**src/rtl/cpu_pkg.sv**
```systemverilog
// Shared types and constants for the 11-bit accumulator CPU control path.
package cpu_pkg;

  localparam int DATA_W = 11;
  localparam int OPC_W  = 5;

  typedef enum logic [OPC_W-1:0] {
    OP_HLT  = 5'b00000,
    OP_STO  = 5'b00001,
    OP_LD   = 5'b00010,
    OP_LDI  = 5'b00011,
    OP_ADD  = 5'b00100,
    OP_ADDI = 5'b00101,
    OP_SUB  = 5'b00110,
    OP_SUBI = 5'b00111,
    OP_BEQ  = 5'b01000,
    OP_BNE  = 5'b01001,
    OP_BGT  = 5'b01010,
    OP_BGE  = 5'b01011,
    OP_BLT  = 5'b01100,
    OP_BLE  = 5'b01101,
    OP_JMP  = 5'b01110
  } opcode_t;

  typedef enum logic [2:0] {
    FETCH,
    DECODE,
    MEM_RD,
    LOAD_WB,
    ALU_WB,
    STORE,
    BRANCH,
    HALT
  } state_t;

  localparam logic [1:0] SEL_A_MEM = 2'b00;
  localparam logic [1:0] SEL_A_EXT = 2'b01;
  localparam logic [1:0] SEL_A_ALU = 2'b10;
  localparam logic       SEL_B_EXT = 1'b0;
  localparam logic       SEL_B_MEM = 1'b1;
  localparam logic       ALU_ADD   = 1'b0;
  localparam logic       ALU_SUB   = 1'b1;

endpackage

```
**src/rtl/branch_cond.sv**
```systemverilog
// Branch condition evaluation from opcode and accumulator flags.
// Non-branch opcodes always evaluate as not taken.
module branch_cond
  import cpu_pkg::*;
(
  input  logic [OPC_W-1:0] opcode,
  input  logic             z,
  input  logic             n,
  output logic             taken
);

  // Condition table: one flag expression per branch flavour.
  always_comb begin
    taken = 1'b0;
    case (opcode)
      OP_BEQ:  taken = z;
      OP_BNE:  taken = ~z;
      OP_BGT:  taken = ~z & ~n;
      OP_BGE:  taken = ~n;
      OP_BLT:  taken = n;
      OP_BLE:  taken = n | z;
      OP_JMP:  taken = 1'b1;
      default: taken = 1'b0;
    endcase
  end

endmodule

```
**src/rtl/control_unit.sv**
```systemverilog
// Multi-cycle control unit for the accumulator CPU.
//
// state   | meaning
// --------+-------------------------------------------------
// FETCH   | load IR
// DECODE  | PC+1, latch opcode and branch condition, dispatch
// MEM_RD  | data-memory read for LD/ADD/SUB
// LOAD_WB | accumulator load from memory (LD) or immediate (LDI)
// ALU_WB  | accumulator load from ALU result
// STORE   | write accumulator to data memory
// BRANCH  | overwrite PC with target when condition held
// HALT    | sticky stop, left only through reset
module control_unit
  import cpu_pkg::*;
(
  input  logic             clock,
  input  logic             reset,
  input  logic [OPC_W-1:0] opcode_in,
  input  logic             z_in,
  input  logic             n_in,
  output logic             ir_en,
  output logic             pc_en,
  output logic             sel_pc,
  output logic             rd_data_mem,
  output logic             wr_data_mem,
  output logic [1:0]       sel_A,
  output logic             sel_B,
  output logic             alu_op,
  output logic             wr_acc,
  output logic             halted_out,
  output logic             illegal_out
);

  state_t           state_q, state_d;
  logic [OPC_W-1:0] op_q;
  logic             taken_q;
  logic             taken_d;

  branch_cond u_branch_cond (
    .opcode (opcode_in),
    .z      (z_in),
    .n      (n_in),
    .taken  (taken_d)
  );

  // State register; opcode and branch condition are captured once, in DECODE.
  always_ff @(posedge clock) begin
    if (reset) begin
      state_q <= FETCH;
      op_q    <= '0;
      taken_q <= 1'b0;
    end else begin
      state_q <= state_d;
      if (state_q == DECODE) begin
        op_q    <= opcode_in;
        taken_q <= taken_d;
      end
    end
  end

  // Next-state and Moore output decode; reset gates every output so no write
  // can leak out of a cycle that is being reset.
  always_comb begin
    state_d     = state_q;
    ir_en       = 1'b0;
    pc_en       = 1'b0;
    sel_pc      = 1'b0;
    rd_data_mem = 1'b0;
    wr_data_mem = 1'b0;
    sel_A       = SEL_A_MEM;
    sel_B       = SEL_B_EXT;
    alu_op      = ALU_ADD;
    wr_acc      = 1'b0;
    halted_out  = 1'b0;
    illegal_out = 1'b0;
    case (state_q)
      FETCH: begin
        ir_en   = 1'b1;
        state_d = DECODE;
      end
      DECODE: begin
        pc_en = 1'b1;
        case (opcode_in)
          OP_LD, OP_ADD, OP_SUB:  state_d = MEM_RD;
          OP_LDI:                 state_d = LOAD_WB;
          OP_ADDI, OP_SUBI:       state_d = ALU_WB;
          OP_STO:                 state_d = STORE;
          OP_BEQ, OP_BNE, OP_BGT, OP_BGE,
          OP_BLT, OP_BLE, OP_JMP: state_d = BRANCH;
          OP_HLT:                 state_d = HALT;
          default: begin
            illegal_out = 1'b1;
            state_d     = FETCH;
          end
        endcase
      end
      MEM_RD: begin
        rd_data_mem = 1'b1;
        state_d     = (op_q == OP_LD) ? LOAD_WB : ALU_WB;
      end
      LOAD_WB: begin
        wr_acc  = 1'b1;
        sel_A   = (op_q == OP_LD) ? SEL_A_MEM : SEL_A_EXT;
        state_d = FETCH;
      end
      ALU_WB: begin
        wr_acc  = 1'b1;
        sel_A   = SEL_A_ALU;
        sel_B   = (op_q == OP_ADD || op_q == OP_SUB) ? SEL_B_MEM : SEL_B_EXT;
        alu_op  = (op_q == OP_SUB || op_q == OP_SUBI) ? ALU_SUB : ALU_ADD;
        state_d = FETCH;
      end
      STORE: begin
        wr_data_mem = 1'b1;
        state_d     = FETCH;
      end
      BRANCH: begin
        sel_pc  = 1'b1;
        pc_en   = taken_q;
        state_d = FETCH;
      end
      HALT: begin
        halted_out = 1'b1;
        state_d    = HALT;
      end
      default: state_d = FETCH;
    endcase
    if (reset) begin
      ir_en       = 1'b0;
      pc_en       = 1'b0;
      sel_pc      = 1'b0;
      rd_data_mem = 1'b0;
      wr_data_mem = 1'b0;
      sel_A       = SEL_A_MEM;
      sel_B       = SEL_B_EXT;
      alu_op      = ALU_ADD;
      wr_acc      = 1'b0;
      halted_out  = 1'b0;
      illegal_out = 1'b0;
    end
  end

endmodule

```
**config.mk**
```make
export PLATFORM = sky130hd
export DESIGN_NAME = control_unit
export DESIGN_NICKNAME = d
export VERILOG_FILES = /design/src/rtl/cpu_pkg.sv /design/src/rtl/branch_cond.sv /design/src/rtl/control_unit.sv
export SDC_FILE = /design/constraint.sdc
export NUM_CORES = 1
export LEC_CHECK = 0
export CAP_MARGIN = 0
export CORE_UTILIZATION = 46
export DETAILED_ROUTE_END_ITERATION = 8
export GPL_ROUTABILITY_DRIVEN = 0
export PLACE_DENSITY = 0.86
export SLEW_MARGIN = 10
export SYNTH_ARGS = -nofsm -noshare
export SYNTH_HDL_FRONTEND = slang
export SYNTH_SLANG_ARGS = --single-unit
```
**constraint.sdc**
```tcl
create_clock -name clock -period 3.2 [get_ports clock]
set_input_delay 0.32 -clock clock [delete_from_list [all_inputs] [get_ports clock]]
set_output_delay 0.32 -clock clock [all_outputs]
set_load 0.005 [all_outputs]
```
==> results.json, run 1 <==
{
  "status": "finished clean",
  "tightest_slew_ns": 0.416,
  "start_kind": "register",
  "cts_max_path_buffers": 2,
  "rows": 12,
  "reg2reg_to": "taken_q",
  "placed_cells": 113,
  "antenna_found_initial": 0,
  "hold-worst-slack_ns": 0.486,
  "clk_latency_ns": 0.26,
  "die_x_um": 38.5,
  "pwr_density_cell_mw_per_mm2": 371,
  "fin_nets": 113,
  "start_util_pct": 52.5,
  "n_antenna_cell": 0,
  "wl_per_cell_um": 13.3,
  "grt_pass1_vias": 607,
  "syn_area_um2": 614,
  "crit_type": "reg -> out",
  "cp-startpoint": "state_q[0]",
  "drtIter0Drc": 22,
  "final_cells": 117,
  "synth_cell_types": 31,
  "fin_crit_sh_pct": 76.9,
  "port_buffers": 20,
  "core_mm2": 0.00117,
  "ys_seq_area_share_pct": 29.3,
  "synth_top_area_share_pct": 29.3,
  "fin_tns_setup_ns": 0,
  "slew_violations": 0,
  "placed_cell_area_um2": 806,
  "synth_area_leaders": "dfxtp_1, nor2_1, mux2i_1, a21oi_1, clkbuf_1",
  "cts_tree": "built",
  "die_h_um": 38.5,
  "cp.arrival_ns": 2.14,
  "wl_um": 1550,
  "dp_hpwl_um": 1090,
  "ctsResizeCount": 0,
  "grt_pass1_wl_um": 2480,
  "worstRegToRegCells": 3,
  "final_cell_area_um2": 832,
  "track_usage_pct": 24.2,
  "postCtsSetupBuffers": 0,
  "grt_max_degree": 18,
  "max-slew-margin-rel_pct": 72.2,
  "synth_seq_cells": 9,
  "endpoint_kind": "output pin",
  "synth_warnings": 0,
  "clock_skew_ns": 0.0127,
  "design.die.area_mm2": 0.00149,
  "vdd_drop_max_mv": 0.201,
  "finalHoldViolCount": 0,
  "leakagePower_nw": 0.329,
  "clk_pin_slew_ns": 0.07,
  "r2r_slack_ns": 1.37,
  "viasPerCell": 5.70,
  "fmax_mhz": 407,
  "routed-via-count": 667,
  "holdPathEnd": "taken_q",
  "hold_depth": 2,
  "fill_cells": 96,
  "htreeDepth": 1,
  "grt_overflow": 0,
  "cts_buffers": 3,
  "period_needed_ns": 2.46,
  "r2r-start": "state_q[0]",
  "hold_class": "reg -> reg",
  "finalSetupViolCount": 0,
  "drtAntennaViolNets": 0,
  "cap_violations": 0,
  "syn-num-nets": 94,
  "root_buffer": "clkbuf_4",
  "min_from": "taken_q",
  "critPathMaxFanout": 11,
  "cts.sinks": 9,
  "synth.avg_cell_area_um2": 7.23,
  "drc_errors": 0,
  "layout-drive-gt1-share_pct": 3.88,
  "netlist_instances": 85,
  "yosysTopAreaCell": "dfxtp_1",
  "area_growth_syn_to_layout_pct": 35.4,
  "hold_buffers": 0,
  "worstPathRequired_ns": 2.88,
  "p_total_mw": 0.309,
  "drt_pre_antenna_iters": 4,
  "io_pins": 21,
  "rsz0062_at_grt": "no"
}
worst max path at each step:
stage | end | slack [ns] | cells past startpoint
finish | illegal_out | 0.74 | 3
global route | alu_op | 0.62 | 7
CTS | illegal_out | 0.75 | 3
detailed placement | sel_B | 0.77 | 7
global placement | sel_B | 0.82 | 7
floorplan | alu_op | 1.70 | 5
worst max-delay path: stages (launching register included):
cell and delay (ns):
dfxtp_1 0.51, or3b_1 0.58, nor3_1 0.25, clkdlybuf4s50_1 0.53
layout make-up:
type	count	area (µm²)	share of cell area, %
clock buffer	4	26.3	3.16
inverter	2	7.51	0.902
tap	14	17.5	2.11
multi-input combinational	67	393	47.2
timing repair buffer	21	208	25.0
sequential	9	180	21.7
cells in the final DEF (no fill, tap or decap), types with 2 or more instances in the layout:
cell type        count
a21oi_1              6
and3_1               2
clkbuf_4             3
clkdlybuf4s50_1     20
dfxtp_1              9
inv_1                2
mux2i_1              5
nand2_1              4
nand2b_1             3
nand3_1              2
nor2_1              18
nor2b_1              2
nor3_1               4
nor4_1               2
o21ai_0              3
registers in the layout, summed over array words and instances, names as in the netlist:
register and flops:
state_q 3, op_q 5, taken_q 1
power breakdown:
part	internal [mW]	switching, mW	leakage (nW)
registers	0.122	0.0137	0.0737
logic	0.0441	0.0408	0.240
clock network	0.0480	0.0403	0.0150
total	0.214	0.0948	0.329
metrics by stage:
| step | setup WS, ns | util, % |
|---|---|---|
| after global placement | 0.815 | 68.8 |
| after global routing | 0.618 | 71.0 |
| after floorplan | 1.70 | - |
| final | 0.741 | 71.0 |
| after detailed placement | 0.766 | 68.8 |
| after CTS | 0.752 | 71.0 |
metal layers:
metal  vias to the layer above  wire length [µm]  GRT usage (%)
met5                         -                 0              0
met4                         0                12           12.1
met3                         2                59           3.49
met2                        25               777           41.3
met1                       299               703           28.9
li1                        341                 -              -
cell usage after synthesis, drive strengths merged:
master	instances
nor2	18
dfxtp	9
a21oi	6
clkbuf	6
mux2i	5
nand2	4
nor3	4
o21ai	4
nand2b	3
and3	2
inv	2
nand3	2
nor2b	2
nor4	2
a21o	1
a22oi	1
and2	1
and3b	1
buf	1
nand3b	1
nand4b	1
nor3b	1
o2bb2ai	1
o311ai	1
o31a	1
o31ai	1
o41ai	1
or3b	1
or4b	1
xor2	1
cell families (layout without fill, tap and decap cells):
family,after synthesis,after routing,synth area share (%)
AOI/OAI and AO/OA,17,17,17.5
xor gates and xnor gates,1,1,1.43
buffers and inverters,9,27,6.72
DFF,9,9,29.3
muxes,5,5,8.15
and+or+nand+nor,44,44,36.9
No activity file was read; power rests on OpenSTA's default activity.
==> inputs of run 2 (changes only) <==
Settings changed: CORE_UTILIZATION 46 to 39, PLACE_DENSITY 0.86 to 0.78.
Clock period 3.2 ns to 2.2 ns, I/O delays scaled along.
==> results.json, run 2 (same netlist as run 1, synthesis figures left out) <==
{
  "status": "finished clean",
  "grt_pass1_wl_um": 2310,
  "clkPwrFrac_pct": 27.3,
  "cts_max_path_buffers": 2,
  "wl_um": 1430,
  "routed-via-count": 661,
  "fmax_mhz": 479,
  "fin_nets": 117,
  "drtAntennaViolNets": 0,
  "grtUsageMet2_pct": 27.2,
  "root_buffer": "clkbuf_4",
  "worstPathRequired_ns": 1.98,
  "cts_buffers": 3,
  "cp.arrival_ns": 1.87,
  "endpoint_kind": "output pin",
  "p_int_mw": 0.319,
  "fin_crit_sh_pct": 94.9,
  "area_growth_syn_to_layout_pct": 40.9,
  "regMostFlops": "op_q",
  "core_mm2": 0.00138,
  "rsz0062_at_grt": "no",
  "layout-drive-gt1-share_pct": 9.35,
  "switchingPower_mw": 0.131,
  "pwr_density_cell_mw_per_mm2": 520,
  "most-common-layout-cells": "clkdlybuf4s50_1, nor2_1, dfxtp_1",
  "hold_class": "reg -> reg",
  "drtIter0Drc": 24,
  "wl_per_cell_um": 11.7,
  "finalHoldViolCount": 0,
  "largest_register_ffs": 5,
  "clk_latency_ns": 0.26,
  "slew_violations": 0,
  "die_x_um": 41.7,
  "start_util_pct": 44.4,
  "antenna_found_initial": 0,
  "worst_slack_ns": 0.112,
  "viasPerCell": 5.42,
  "io_pins": 21,
  "finalSetupViolCount": 0,
  "cts.sinks": 9,
  "postCtsSetupBuffers": 0,
  "dp_slack_ns": 0.213,
  "grt_overflow": 0,
  "cts_tree": "built",
  "htreeDepth": 1,
  "grt_pass1_vias": 561,
  "use_met1_pct": 21.0,
  "clk_pin_slew_ns": 0.05,
  "grt.busiest_layer": "met2",
  "n_antenna_cell": 0,
  "max-slew-margin-rel_pct": 75.5,
  "hold-worst-slack_ns": 0.478,
  "rows": 13,
  "period_needed_ns": 2.09,
  "cap_violations": 0,
  "drt_pre_antenna_iters": 4,
  "layout_commonest_cell": "clkdlybuf4s50_1",
  "port_buffers": 20,
  "design.die.area_mm2": 0.00174,
  "start_kind": "register",
  "crit_type": "reg -> out",
  "clock_skew_ns": 0.000648,
  "leakagePower_nw": 0.348,
  "track_usage_pct": 16.6,
  "vdd_drop_max_mv": 0.492,
  "dp_hpwl_um": 1080,
  "grt_max_degree": 17,
  "seqPwrFrac_pct": 43.8,
  "reg_top3": "op_q x5, state_q x3, taken_q x1",
  "power_frac_comb_pct": 28.9,
  "die_h_um": 41.7,
  "switching_share_pct": 29.2,
  "grtUsageMet3_pct": 5.22,
  "critPathMaxFanout": 11,
  "drc_errors": 0,
  "tightest_slew_ns": 0.366,
  "fin_tns_setup_ns": 0
}
## run 2: cell type report
type,instances,area [µm²]
Clock buffer,4,26.3
Fill cell,119,517
Inverter,2,7.51
Multi-Input combinational cell,67,393
Sequential cell,9,183
Tap cell,15,18.8
Timing Repair Buffer,25,238
## run 2: worst max-delay path: stages (launching register included)
cell and delay (ns):
dfxtp_1 0.42, or3b_1 0.47, nor3_1 0.20, clkdlybuf4s50_1 0.53
## run 2: power by group through the flow
stage	sequential, mW	clock (mW)	combinational, mW
after floorplan	0.186	0	0.0917
after global placement	0.199	0	0.127
after detailed placement	0.199	0	0.129
after CTS	0.196	0.127	0.130
after global routing	0.199	0.136	0.143
final	0.197	0.123	0.130
## run 2: per-layer routing
| layer | part of all wire, % | vias up | wire (µm) |
|---|---|---|---|
| li1 | - | 347 | - |
| met5 | 0 | - | 0 |
| met1 | 47 | 300 | 679 |
| met3 | 4.3 | 0 | 62 |
| met4 | 0 | 0 | 0 |
| met2 | 48 | 14 | 690 |
## run 2: final timing paths
kind / cells after the start / start / slack, ns / to
min: 2 / taken_q / 0.48 / taken_q
max reg2reg: 4 / state_q[1] / 0.48 / taken_q
max: 3 / state_q[1] / 0.11 / illegal_out
min reg2reg: 2 / taken_q / 0.48 / taken_q
## run 2: what timing repair did
item / 4_1_cts / 5_1_grt
setup endpoints to repair: 0 / 3
gates resized for setup: 0 / 2
hold buffers: 0 / 0
## run 2: metrics by stage
stage	utilization, %	power, mW	instance area (µm²)	instances
global placement	60.5	0.326	837	118
detailed placement	60.5	0.328	837	118
finish	62.6	0.450	866	122
global route	62.6	0.478	866	122
CTS	62.4	0.453	863	122
floorplan	-	0.278	614	85
